<file path="src/rtl/player_bullet.sv">
// Player-shot engine: pooled upward bullets with fire cooldown and enemy hit detection.
// Optional SCORE_EN adds a saturating 16-bit hit score output.
module player_bullet #(
    parameter int unsigned NSLOT    = 4,
    parameter int unsigned SPEED    = 8,
    parameter int unsigned COOLDOWN = 6,
    parameter int unsigned HIT_R    = 12,
    parameter int unsigned TOP      = 8
) (
    input  logic                  clk22,
    input  logic                  rst,
    input  logic                  fire,
    input  logic [9:0]            reimux,
    input  logic [9:0]            reimuy,
    input  logic [9:0]            enmx1,
    input  logic [9:0]            enmx2,
    input  logic [9:0]            enmx3,
    input  logic [9:0]            enmx4,
    input  logic [9:0]            enmy1,
    input  logic [9:0]            enmy2,
    input  logic [9:0]            enmy3,
    input  logic [9:0]            enmy4,
    input  logic                  enm1,
    input  logic                  enm2,
    input  logic                  enm3,
    input  logic                  enm4,
    output logic [NSLOT-1:0]      bullet,
    output logic [10*NSLOT-1:0]   bulletx,
    output logic [10*NSLOT-1:0]   bullety,
    output logic [3:0]            enm_hit
`ifdef SCORE_EN
    ,
    output logic [15:0]           score
`endif
);

    localparam int unsigned NENM = 4;
    localparam int unsigned CD_W = (COOLDOWN > 1) ? $clog2(COOLDOWN) : 1;
    localparam logic [CD_W-1:0] CD_LOAD   = CD_W'(COOLDOWN - 1);
    localparam logic [10:0]     HIT_R11   = 11'(HIT_R);
    localparam logic [10:0]     EXIT_Y    = 11'(TOP + SPEED);
    localparam logic [9:0]      SPEED10   = 10'(SPEED);
    localparam logic [9:0]      SPAWN_OFS = 10'd12;

    typedef enum logic {
        S_IDLE = 1'b0,
        S_FLY  = 1'b1
    } slot_state_e;

    slot_state_e     r_state [NSLOT];
    logic [9:0]      r_x     [NSLOT];
    logic [9:0]      r_y     [NSLOT];
    logic [3:0]      r_hit;
    logic [CD_W-1:0] r_cd;

    slot_state_e     w_state_nxt [NSLOT];
    logic [9:0]      w_x_nxt     [NSLOT];
    logic [9:0]      w_y_nxt     [NSLOT];
    logic [3:0]      w_hit_nxt;
    logic [CD_W-1:0] w_cd_nxt;
    logic            w_found;
    logic            w_idle_seen;
    logic [9:0]      w_spawn_y;

    logic [9:0] w_ex [NENM];
    logic [9:0] w_ey [NENM];
    logic [3:0] w_alive;

    assign w_ex    = '{enmx1, enmx2, enmx3, enmx4};
    assign w_ey    = '{enmy1, enmy2, enmy3, enmy4};
    assign w_alive = {enm4, enm3, enm2, enm1};

    assign w_spawn_y = (reimuy < SPAWN_OFS) ? 10'd0 : reimuy - SPAWN_OFS;

    // Square overlap test in 11 bits so x/y near 1023 cannot wrap.
    function automatic logic f_collide(input logic [9:0] bx, input logic [9:0] by,
                                       input logic [9:0] ex, input logic [9:0] ey);
        logic [10:0] bx1, by1, ex1, ey1;
        bx1 = {1'b0, bx};
        by1 = {1'b0, by};
        ex1 = {1'b0, ex};
        ey1 = {1'b0, ey};
        return (bx1 + HIT_R11 > ex1) && (bx1 < ex1 + HIT_R11) &&
               (by1 + HIT_R11 > ey1) && (by1 < ey1 + HIT_R11);
    endfunction

    always_comb begin
        w_state_nxt = r_state;
        w_x_nxt     = r_x;
        w_y_nxt     = r_y;
        w_hit_nxt   = 4'd0;
        w_cd_nxt    = (r_cd != '0) ? r_cd - CD_W'(1) : r_cd;
        w_found     = 1'b0;
        w_idle_seen = 1'b0;

        // Flying slots: hit beats exit beats move.
        for (int i = 0; i < int'(NSLOT); i++) begin
            if (r_state[i] == S_FLY) begin
                w_found = 1'b0;
                for (int k = 0; k < int'(NENM); k++) begin
                    if (!w_found && w_alive[k] && f_collide(r_x[i], r_y[i], w_ex[k], w_ey[k])) begin
                        w_found      = 1'b1;
                        w_hit_nxt[k] = 1'b1;
                    end
                end
                if (w_found) begin
                    w_state_nxt[i] = S_IDLE;
                end else if ({1'b0, r_y[i]} < EXIT_Y) begin
                    w_state_nxt[i] = S_IDLE;
                end else begin
                    w_y_nxt[i] = r_y[i] - SPEED10;
                end
            end
        end

        // Spawn into the lowest slot idle at the start of this tick.
        for (int i = 0; i < int'(NSLOT); i++) begin
            if (!w_idle_seen && r_state[i] == S_IDLE) begin
                w_idle_seen = 1'b1;
                if (fire && r_cd == '0) begin
                    w_state_nxt[i] = S_FLY;
                    w_x_nxt[i]     = reimux;
                    w_y_nxt[i]     = w_spawn_y;
                    w_cd_nxt       = CD_LOAD;
                end
            end
        end
    end

    always_ff @(posedge clk22) begin
        if (rst) begin
            for (int i = 0; i < int'(NSLOT); i++) begin
                r_state[i] <= S_IDLE;
                r_x[i]     <= 10'd0;
                r_y[i]     <= 10'd0;
            end
            r_hit <= 4'd0;
            r_cd  <= '0;
        end else begin
            r_state <= w_state_nxt;
            r_x     <= w_x_nxt;
            r_y     <= w_y_nxt;
            r_hit   <= w_hit_nxt;
            r_cd    <= w_cd_nxt;
        end
    end

    for (genvar g = 0; g < int'(NSLOT); g++) begin : g_slot_out
        assign bullet[g]           = (r_state[g] == S_FLY);
        assign bulletx[10*g +: 10] = r_x[g];
        assign bullety[10*g +: 10] = r_y[g];
    end

    assign enm_hit = r_hit;

`ifdef SCORE_EN
    logic [15:0] r_score;
    logic [2:0]  w_pop;
    logic [16:0] w_score_sum;

    assign w_pop       = 3'(w_hit_nxt[0]) + 3'(w_hit_nxt[1]) + 3'(w_hit_nxt[2]) + 3'(w_hit_nxt[3]);
    assign w_score_sum = 17'(r_score) + 17'(w_pop);

    always_ff @(posedge clk22) begin
        if (rst) begin
            r_score <= 16'd0;
        end else begin
            r_score <= w_score_sum[16] ? 16'hFFFF : w_score_sum[15:0];
        end
    end

    assign score = r_score;
`endif

endmodule

</file>
<file path="config.mk">
export PLATFORM = sky130hd
export DESIGN_NAME = player_bullet
export DESIGN_NICKNAME = d
export VERILOG_FILES = /design/src/rtl/player_bullet.sv
export SDC_FILE = /design/constraint.sdc
export NUM_CORES = 1
export LEC_CHECK = 0
export BUFFER_PORTS_ARGS = -buffer_cell sky130_fd_sc_hd__buf_4
export CAP_MARGIN = 0
export CORE_MARGIN = 2
export CORE_UTILIZATION = 65
export DETAILED_ROUTE_END_ITERATION = 10
export GPL_TIMING_DRIVEN = 0
export PLACE_DENSITY_LB_ADDON = 0.2
export SYNTH_ARGS = -nofsm -noshare
export SYNTH_HDL_FRONTEND = slang
export SYNTH_SLANG_ARGS = --single-unit
</file>
<file path="constraint.sdc">
create_clock -name clk22 -period 9.3 [get_ports clk22]
set_clock_uncertainty 0.2 [all_clocks]
set_input_delay 0.465 -clock clk22 [delete_from_list [all_inputs] [get_ports clk22]]
set_output_delay 0.465 -clock clk22 [all_outputs]
set_load 0.05 [all_outputs]
</file>
### Word-level counts from Yosys, hierarchy flattened

Index checks and enable logic that the tools add are counted.

* multiplexer cells: 104
* $lt $le $gt $ge: 69
* bitwise operators: 4
* reduce and logical (&&, ||, !) cells: 100
* $add $sub $neg: 22

Operators with widths (count)
* 11-bit by 10-bit greater-than comparator with 1-bit output: 32
* 10-bit by 11-bit less-than comparator with 1-bit output: 32
* 10-bit 2-to-1 mux: 21
* 10-bit by 4-bit adder with 11-bit output, second input constant: 16
* 1-bit logical AND: 80
* 1-bit 2-to-1 mux: 70
* 10-bit by 4-bit subtractor with 10-bit output, second input constant: 5
* 10-bit by 5-bit less-than comparator with 1-bit output, second input constant: 4
* 3-bit 2-to-1 mux: 9
* 4-bit 2-to-1 mux: 4
* 1-bit zero test: 14
* 10-bit by 4-bit less-than comparator with 1-bit output, second input constant: 1
* 2-bit AND reduction: 4
* 1-bit inverter: 4
* 3-bit zero test: 1
* 3-bit nonzero test: 1
* 3-bit by 1-bit subtractor with 3-bit output, second input constant: 1

* bits of input ports: 107
* bits in registers: 91
* output and inout bits: 88

### Logic depth before layout (Yosys ltp)

Gate-level depths: netlist (run 1).

* depth after elaboration: 29
* mapped depth: 16
* gate-level depth less buffers: 15

### Least setup slack after synthesis (run 1)

No wires, ideal clock.

* path type: register to register
* start: reg r_y (netlist bit bullety[22])
* end: reg r_y (netlist bit bullety[25])
* buffers on the path: 1
* data arrival time: 4.167 ns
* stages on the path, launching flop included: 17
* setup slack: 4.811 ns
* setup time: 0.122 ns
* path through: dfxtp_1 inv_1 ha_1 nand2b_1 or2_2 xnor2_1 ha_1 nand4_1 a21oi_1 or4_1 a311oi_1 o41ai_2 nor3_2 and2_1 buf_6 nand2_1 a311o_1

* cells in the longest elaborated chain, start to end: 26

Ends and longest elaborated chain
* start: declaration: RTL line 52 `logic [9:0] r_y [NSLOT];`
* start signal: assignment: RTL line 142 `r_y <= w_y_nxt;`
* 10-bit by 4-bit adder with 11-bit output: RTL line 84 `(by1 + HIT_R11 > ey1) && (by1 < ey1 + HIT_R11);`
* 11-bit by 10-bit greater-than comparator with 1-bit output: RTL line 84
* 1-bit logical AND: RTL line 83 `return (bx1 + HIT_R11 > ex1) && (bx1 < ex1 + HIT_R11) &&`
* 1-bit logical AND: RTL line 84
* 1-bit logical AND: RTL line 101 `if (!w_found && w_alive[k] && f_collide(r_x[i], r_y[i], w_ex[k], w_ey[k])) begin`
* 1-bit 2-to-1 mux: RTL line 101
* 1-bit 2-to-1 mux: RTL line 98 `if (r_state[i] == S_FLY) begin`
* 1-bit zero test: RTL line 101
* [... 9 more ...]
* 1-bit zero test: RTL line 101
* 1-bit logical AND (2 in a row): RTL line 101
* 1-bit 2-to-1 mux: RTL line 101
* 1-bit 2-to-1 mux: RTL line 98
* 10-bit 2-to-1 mux *: RTL line 106 `if (w_found) begin`
* 10-bit 2-to-1 mux *: RTL line 98
* 10-bit 2-to-1 mux: RTL line 120 `if (fire && r_cd == '0) begin`
* 10-bit 2-to-1 mux *: RTL line 118 `if (!w_idle_seen && r_state[i] == S_IDLE) begin`

Every way passes the cells marked *; elsewhere a longest branch is shown, timed or not. The select of a mux whose other input is x is not followed.
A chain may end at the register's enable or synchronous reset.

### Worst setup path after layout (run 1)

* start: reg r_y (netlist bit bullety[22])
* end: reg r_y (netlist bit bullety[26])

Same word-level chain as after synthesis.

==> flow_metrics.env, run 1 <==
export IMPL_grt_usage=0.504
export IMPL_synth_simple_area_share=0.202
export IMPL_initial_core_util=0.656
export IMPL_cp_arrival_ns=6.46
export IMPL_drt_iter0_drc=2706
export IMPL_synth_flop_cell="dfxtp_1"
export IMPL_worstRegToRegCells=15
export IMPL_fillerInstances=2368
export IMPL_synth_edf_count=0
export IMPL_synth_area_leader_cell="ha_1"
export IMPL_antenna_found_initial=1
export IMPL_relSlewSlack=-0.0493
export IMPL_cap_violations=1
export IMPL_yosysSeqAreaShare=0.0942
export IMPL_final_nets=3325
export IMPL_dieArea_mm2=0.0312
export IMPL_cts_tree="yes"
export IMPL_ant_nets=0
export IMPL_clk_path_buf_depth=2
export IMPL_top_usage_layer="met2"
export IMPL_vdd_ir_drop_max_v=0.000104
export IMPL_period_minus_slack_ns=6.42
export IMPL_synth_distinct_cells=86
export IMPL_post_route_period_util=0.691
export IMPL_place_congestion=1.18
export IMPL_async_reset_ff_frac=0
export IMPL_vias=21912
export IMPL_hold_end="bulletx[28]$_SDFFE_PP0P_"
export IMPL_tns_ns=0
export IMPL_outcome="complete, but fails checks"
export IMPL_synth_fa_ha_area_frac=0.393
export IMPL_clock_latency_ns=0.35
export IMPL_grt_max_degree=17
export IMPL_synth_top_family_by_area="adder cells"
export IMPL_met1_usage=0.594
export IMPL_hold_start="reimux[8]"
export IMPL_endpoint_kind="flip-flop"
export IMPL_hp_class="in -> reg"
export IMPL_holdBufCountCts=0
export IMPL_drt_wl_total_mm=80.4
export IMPL_area_delta_synth_final_pct=11.5
export IMPL_ys_ff_latch=91
export IMPL_synth_area_leaders="ha_1 (39%), dfxtp_1 (9.4%), a21oi_1 (5.1%), nand2_1 (3.9%), xnor2_1 (3.5%)"
export IMPL_die_w_um=177
export IMPL_cellPowerDensity_mw_per_mm2=117
export IMPL_synth_nets=3121
export IMPL_cts_buffers=9
export IMPL_synthMuxAreaShare=0.00420
export IMPL_met3_usage=0.127
export IMPL_io_pins=195
export IMPL_hold_viol=0
export IMPL_post_cts_resized=0
export IMPL_drt_pass1_iter_count=6
export IMPL_final_cell_mix="ha_1 (607), nand2_1 (203), a21oi_1 (199)"
export IMPL_drc=0
export IMPL_cts_clk_slew_worst_paths_ns=0.07
export IMPL_worstMarginPinSlew_ns=1.56
export IMPL_hold_slack_ns=0.186
export IMPL_wl_per_cell_um=26.8
export IMPL_cp_max_fo=10
export IMPL_grt_util_met2=0.761
export IMPL_dieHeight_um=177
export IMPL_drive_above_1_share=0.0975
export IMPL_yosysWarnings=0
export IMPL_power_leakage_nw=10.4
export IMPL_avgViaCountPerCell=7.29
export IMPL_violations="max-capacitance violations, max-slew violations"
export IMPL_dpl_hpwl_mm=65.2
export IMPL_synth_xor_area_frac=0.0466
export IMPL_hold_depth=3
export IMPL_syn_inst=2407
export IMPL_postCtsSetupRepairBufs=0
export IMPL_avgSynthCellArea_um2=8.04
export IMPL_gr_total_overflow=0
export IMPL_worstPathRequired_ns=9.34
export IMPL_root_buffer="clkbuf_16"
export IMPL_synth_top_area_frac=0.393
export IMPL_rsz0062_at_grt="no"
export IMPL_grt_pass1_wl_mm=120
export IMPL_max_freq_mhz=156
export IMPL_cp_start_kind="flip-flop"
export IMPL_finalSetupViolCount=0
export IMPL_place_port_buffers=193
export IMPL_crit_type="reg -> reg"
export IMPL_final_common_cell="ha_1"
export IMPL_post_route_util=0.732
export IMPL_core_mm2=0.0295
export IMPL_r2r_start="bullety[22]$_SDFFE_PP0P_"
export IMPL_regToRegSetupSlack_ns=2.88
export IMPL_grt_pass1_vias=20880
export IMPL_slew_violations=7
export IMPL_htreeDepth=3
export IMPL_row_count=63
export IMPL_r2r_end="bullety[26]$_SDFF_PP0_"
export IMPL_synth_compound_area_share=0.225
export IMPL_cts_sinks=91
export IMPL_synthesis_area_mm2=0.0193
[power breakdown]
part           total [mW]  switching, mW  internal (mW)
sequential          0.581          0.152          0.429
combinational        1.58           1.00          0.583
clock               0.361          0.168          0.193
total                2.53           1.32           1.21
[critical path: stages, from the launching register on]
cell,delay (ns)
dfxtp_1,0.79
inv_1,0.36
ha_1,0.32
nand2b_1,0.19
or2_2,0.33
xnor2_1,0.60
ha_1,0.39
nand4_1,0.12
o32a_1,0.22
o21ai_0,0.26
a2111oi_1,1.02
nand4_1,0.61
and2_1,0.34
buf_6,0.14
and3_1,0.16
a211o_1,0.24
[metal layers]
layer / wire length, µm / share of wire / up-vias
met5: 0 / 0 / -
met4: 8730 / 0.11 / 0
met3: 10600 / 0.13 / 574
met2: 32600 / 0.40 / 1800
met1: 28500 / 0.35 / 9916
li1: - / - / 9622
[how the worst max path moves through the flow]
stage                                        start                endpoint  slack [ns]  cells after the start
after detailed placement  bullety[22]$_SDFFE_PP0P_  bullety[26]$_SDFF_PP0_        3.57                     15
final                     bullety[22]$_SDFFE_PP0P_  bullety[26]$_SDFF_PP0_        2.88                     15
after global routing      bullety[22]$_SDFFE_PP0P_  bullety[26]$_SDFF_PP0_        2.95                     15
after CTS                 bullety[22]$_SDFFE_PP0P_  bullety[26]$_SDFF_PP0_        3.53                     15
after global placement    bullety[22]$_SDFFE_PP0P_  bullety[26]$_SDFF_PP0_        3.55                     15
after floorplan           bullety[22]$_SDFFE_PP0P_  bullety[25]$_SDFF_PP0_        4.81                     16
[Yosys cell counts (10+ instances only)]
cell and number:
or4_1 16, o2111ai_1 22, nand3_1 54, nand2_1 203, clkbuf_1 23, o211ai_1 36, o21a_1 39, xor2_1 26
a21o_1 28, a21oi_1 199, nor3_1 68, nor2_1 152, a211o_1 17, or3_1 25, o21ai_0 122, nand4_1 79
nand3b_1 13, nand2b_1 26, ha_1 607, and3_1 11, xnor2_1 77, o21bai_1 10, nor4_1 26, dfxtp_1 91
o311ai_0 11, a31oi_1 16, nor2b_1 41, inv_1 139, o31ai_1 10, a211oi_1 40, a2111oi_0 22
[sequential cells by signal, indices dropped and copies added (netlist names)]
register and cells:
bullet 4, bulletx 40, bullety 40, enm_hit 4, r_cd 3
[cells by family (layout without fill, tap and decap cells)]
| group | after synthesis | count (layout) |
|---|---|---|
| and+or+nand+nor | 761 | 761 |
| other | 0 | 1 |
| adders and majority gates | 607 | 607 |
| muxes | 8 | 8 |
| buffers and inverters | 177 | 386 |
| AOI/OAI and AO/OA | 660 | 660 |
| DFF | 91 | 91 |
| xor gates and xnor gates | 103 | 103 |
[metrics by stage]
stage                     power, mW  std cells  worst slack (ns)  cell area [µm²]
final                          2.53       3007              2.88            21600
after detailed placement       2.09       2990              3.57            21300
after global routing           2.67       3006              2.95            21600
after CTS                      2.44       3006              3.53            21600
after floorplan                1.56       2407              4.81            19300
after global placement         2.01       2990              3.55            21300
[cell type report]
class	instances	area [µm²]	share of cell area
inverter	141	529	0.0245
clock buffer	11	243	0.0113
antenna	1	2.50	0.000116
sequential	91	1820	0.0844
timing repair buffer	193	1450	0.0672
clock inverter	5	45.0	0.00209
multi-input combinational	2139	16800	0.780
tap	390	488	0.0226
buffer	36	163	0.00754
No activity file was read; power rests on OpenSTA's default activity.
==> run 2, diff against run 1 <==
--- a/config.mk
+++ b/config.mk
@@ -5,10 +5,11 @@
 export SDC_FILE = /design/constraint.sdc
 export NUM_CORES = 1
 export LEC_CHECK = 0
+export ABC_AREA = 1
 export BUFFER_PORTS_ARGS = -buffer_cell sky130_fd_sc_hd__buf_4
 export CAP_MARGIN = 0
 export CORE_MARGIN = 2
-export CORE_UTILIZATION = 65
+export CORE_UTILIZATION = 57
 export DETAILED_ROUTE_END_ITERATION = 10
 export GPL_TIMING_DRIVEN = 0
 export PLACE_DENSITY_LB_ADDON = 0.2
==> constraint.sdc (replaced) <==
create_clock -name clk22 -period 5.91 [get_ports clk22]
set_clock_uncertainty 0.2 [all_clocks]
set_input_delay 0.2955 -clock clk22 [delete_from_list [all_inputs] [get_ports clk22]]
set_output_delay 0.2955 -clock clk22 [all_outputs]
set_load 0.05 [all_outputs]
==> flow_metrics.env, run 2 <==
export IMPL_hp_class="in -> reg"
export IMPL_crit_type="reg -> reg"
export IMPL_die_w_um=196
export IMPL_setup_ws_ns=0.314
export IMPL_final_nets=3976
export IMPL_place_congestion=1.07
export IMPL_ant_nets=0
export IMPL_pre_cts_slack_ns=0.843
export IMPL_cp_max_fo=7
export IMPL_synth_flop_cell="dfxtp_1"
export IMPL_final_common_cell="ha_1"
export IMPL_outcome="finished, final reports clean"
export IMPL_rsz0062_at_grt="no"
export IMPL_drc=0
export IMPL_clock_latency_ns=0.35
export IMPL_worstRegToRegCells=21
export IMPL_comb_power_share=0.644
export IMPL_ys_ff_latch=91
export IMPL_grt_pass1_vias=22077
export IMPL_holdBufCountCts=0
export IMPL_place_port_buffers=194
export IMPL_post_cts_resized=0
export IMPL_cts_tree="yes"
export IMPL_synth_top_area_frac=0.363
export IMPL_yosysWarnings=0
export IMPL_met2_length_mm=35.2
export IMPL_finalSetupViolCount=0
export IMPL_htreeDepth=3
export IMPL_hold_slack_ns=0.00964
export IMPL_maxUsedRoutingLayer="met4"
export IMPL_async_reset_ff_frac=0
export IMPL_regToRegSetupSlack_ns=0.31
export IMPL_hold_start="reimux[1]"
export IMPL_initial_core_util=0.575
export IMPL_cellPowerDensity_mw_per_mm2=197
export IMPL_syn_inst=3057
export IMPL_avgViaCountPerCell=6.42
export IMPL_synth_nets=3771
export IMPL_multi_input_area_mm2=0.0177
export IMPL_worstPathRequired_ns=6.00
export IMPL_area_delta_synth_final_pct=11.3
export IMPL_grt_max_degree=19
export IMPL_gr_total_overflow=0
export IMPL_p_clk_frac=0.133
export IMPL_hold_viol=0
export IMPL_switching_share=0.558
export IMPL_dp_cells=3719
export IMPL_post_route_util=0.640
export IMPL_io_pins=195
export IMPL_grt_usage=0.465
export IMPL_worstMarginPinSlew_ns=1.42
export IMPL_cts_clk_slew_worst_paths_ns=0.07
export IMPL_post_route_period_util=0.947
export IMPL_tns_ns=0
export IMPL_yosysSeqAreaShare=0.0870
export IMPL_wl_met1_mm=36.2
export IMPL_slew_violations=0
export IMPL_r2r_end="bullety[29]$_SDFF_PP0_"
export IMPL_antenna_found_initial=2
export IMPL_hold_end="bulletx[1]$_SDFFE_PP0P_"
export IMPL_synth_area_leaders="ha_1 (36%), nand2_1 (11%), dfxtp_1 (8.7%), a21oi_1 (6.5%), nor2_1 (5.9%)"
export IMPL_row_count=70
export IMPL_cts_buffers=9
export IMPL_power_leakage_nw=12.6
export IMPL_root_buffer="clkbuf_16"
export IMPL_fillerInstances=3424
export IMPL_regArea_mm2=0.00182
export IMPL_hold_depth=3
export IMPL_cap_violations=0
export IMPL_synth_common_cells="ha_1 (607), nand2_1 (592), nor2_1 (331), inv_1 (307), a21oi_1 (273)"
export IMPL_synth_most_common_cell="ha_1"
export IMPL_vdd_ir_drop_max_v=0.000277
export IMPL_p_sw_mw=2.56
export IMPL_r2r_start="bulletx[22]$_SDFFE_PP0P_"
export IMPL_postCtsSetupRepairBufs=0
export IMPL_relSlewSlack=0.0468
export IMPL_seqPwrFrac=0.224
export IMPL_dpl_hpwl_mm=72.8
export IMPL_grt_pass1_wl_mm=133
export IMPL_dieHeight_um=196
export IMPL_period_minus_slack_ns=5.60
export IMPL_max_freq_mhz=179
export IMPL_drt_wl_total_mm=91.3
export IMPL_final_cells=3737
export IMPL_dieArea_mm2=0.0383
export IMPL_cp_start_kind="flip-flop"
export IMPL_cp_arrival_ns=5.68
export IMPL_cts_sinks=91
export IMPL_drt_iter0_drc=2897
export IMPL_core_mm2=0.0364
export IMPL_wl_per_cell_um=24.4
export IMPL_final_cell_mix="ha_1 (607), nand2_1 (592), nor2_1 (331)"
export IMPL_wl_met3_mm=13.8
export IMPL_synth_area_leader_cell="ha_1"
export IMPL_drt_pass1_iter_count=6
export IMPL_clk_path_buf_depth=2
export IMPL_power_internal_mw=2.03
export IMPL_synthesis_area_mm2=0.0209
export IMPL_synth_edf_count=0
export IMPL_drive_above_1_share=0.0927
export IMPL_vias=24008
export IMPL_synth_distinct_cells=48
export IMPL_endpoint_kind="flip-flop"
export IMPL_avgSynthCellArea_um2=6.85
-- run 2: worst max-delay path, stage by stage (launching register included) --
cell and delay, ns:
dfxtp_1 0.87, inv_1 0.56, ha_1 0.41, nor2_2 0.41, nand3_1 0.15, xor2_1 0.16
inv_1 0.23, ha_1 0.39, nand2_1 0.05, nand3b_1 0.17, nand3b_1 0.19, nand2_1 0.08
nand2_1 0.09, nor2_1 0.42, nand3_2 0.30, nand2_1 0.21, inv_2 0.09, nand3_1 0.09
nand2_1 0.06, inv_2 0.11, nand3_1 0.13, a21oi_2 0.13
-- run 2: power by group through the flow --
stage / combinational [mW] / sequential (mW) / clock, mW
after floorplan: 1.74 / 1.03 / 0
after global placement: 2.70 / 1.00 / 0
after detailed placement: 2.82 / 1.00 / 0
after CTS: 2.84 / 0.987 / 0.599
after global routing: 3.22 / 0.997 / 0.623
final: 2.95 / 1.02 / 0.607
-- run 2: through the flow --
step	area, µm²	power (mW)
final	23300	4.58
after detailed placement	23000	3.82
after global routing	23300	4.84
after global placement	23000	3.70
after floorplan	20900	2.78
after CTS	23300	4.42
-- run 2: worst max-delay path by stage --
| stage | from | to | slack, ns |
|---|---|---|---|
| floorplan | bullety[13]$_SDFF_PP0_ | bullety[14]$_SDFF_PP0_ | 2.36 |
| global placement | bullety[32]$_SDFFE_PP0P_ | bullety[37]$_SDFF_PP0_ | 0.90 |
| detailed placement | bullety[32]$_SDFFE_PP0P_ | bullety[38]$_SDFF_PP0_ | 0.84 |
| CTS | bullety[32]$_SDFFE_PP0P_ | bullety[33]$_SDFF_PP0_ | 0.79 |
| global route | bulletx[22]$_SDFFE_PP0P_ | bullety[29]$_SDFF_PP0_ | 0.42 |
| finish | bulletx[22]$_SDFFE_PP0P_ | bullety[29]$_SDFF_PP0_ | 0.31 |
-- run 2: layout make-up --
cell class,instances,share of cell area
Clock buffer,9,0.00966
Buffer,45,0.0127
Antenna cell,2,0.000215
Sequential cell,91,0.0782
Tap cell,468,0.0251
Clock inverter,7,0.00370
Timing Repair Buffer,194,0.0625
Inverter,314,0.0506
Multi-Input combinational cell,2607,0.757
-- run 2: cell families after synthesis --
group | share of synthesized area
and+or+nand+nor | 0.311
adders and majority gates | 0.363
AOI/OAI and AO/OA | 0.124
buffers and inverters | 0.0704
xor gates and xnor gates | 0.0452
DFF | 0.0870
-- run 2: per-layer routing --
layer / vias up / global-route usage
met4: 0 / 0.250
met1: 10997 / 0.623
met3: 385 / 0.147
met5: - / 0
li1: 10952 / -
met2: 1674 / 0.661
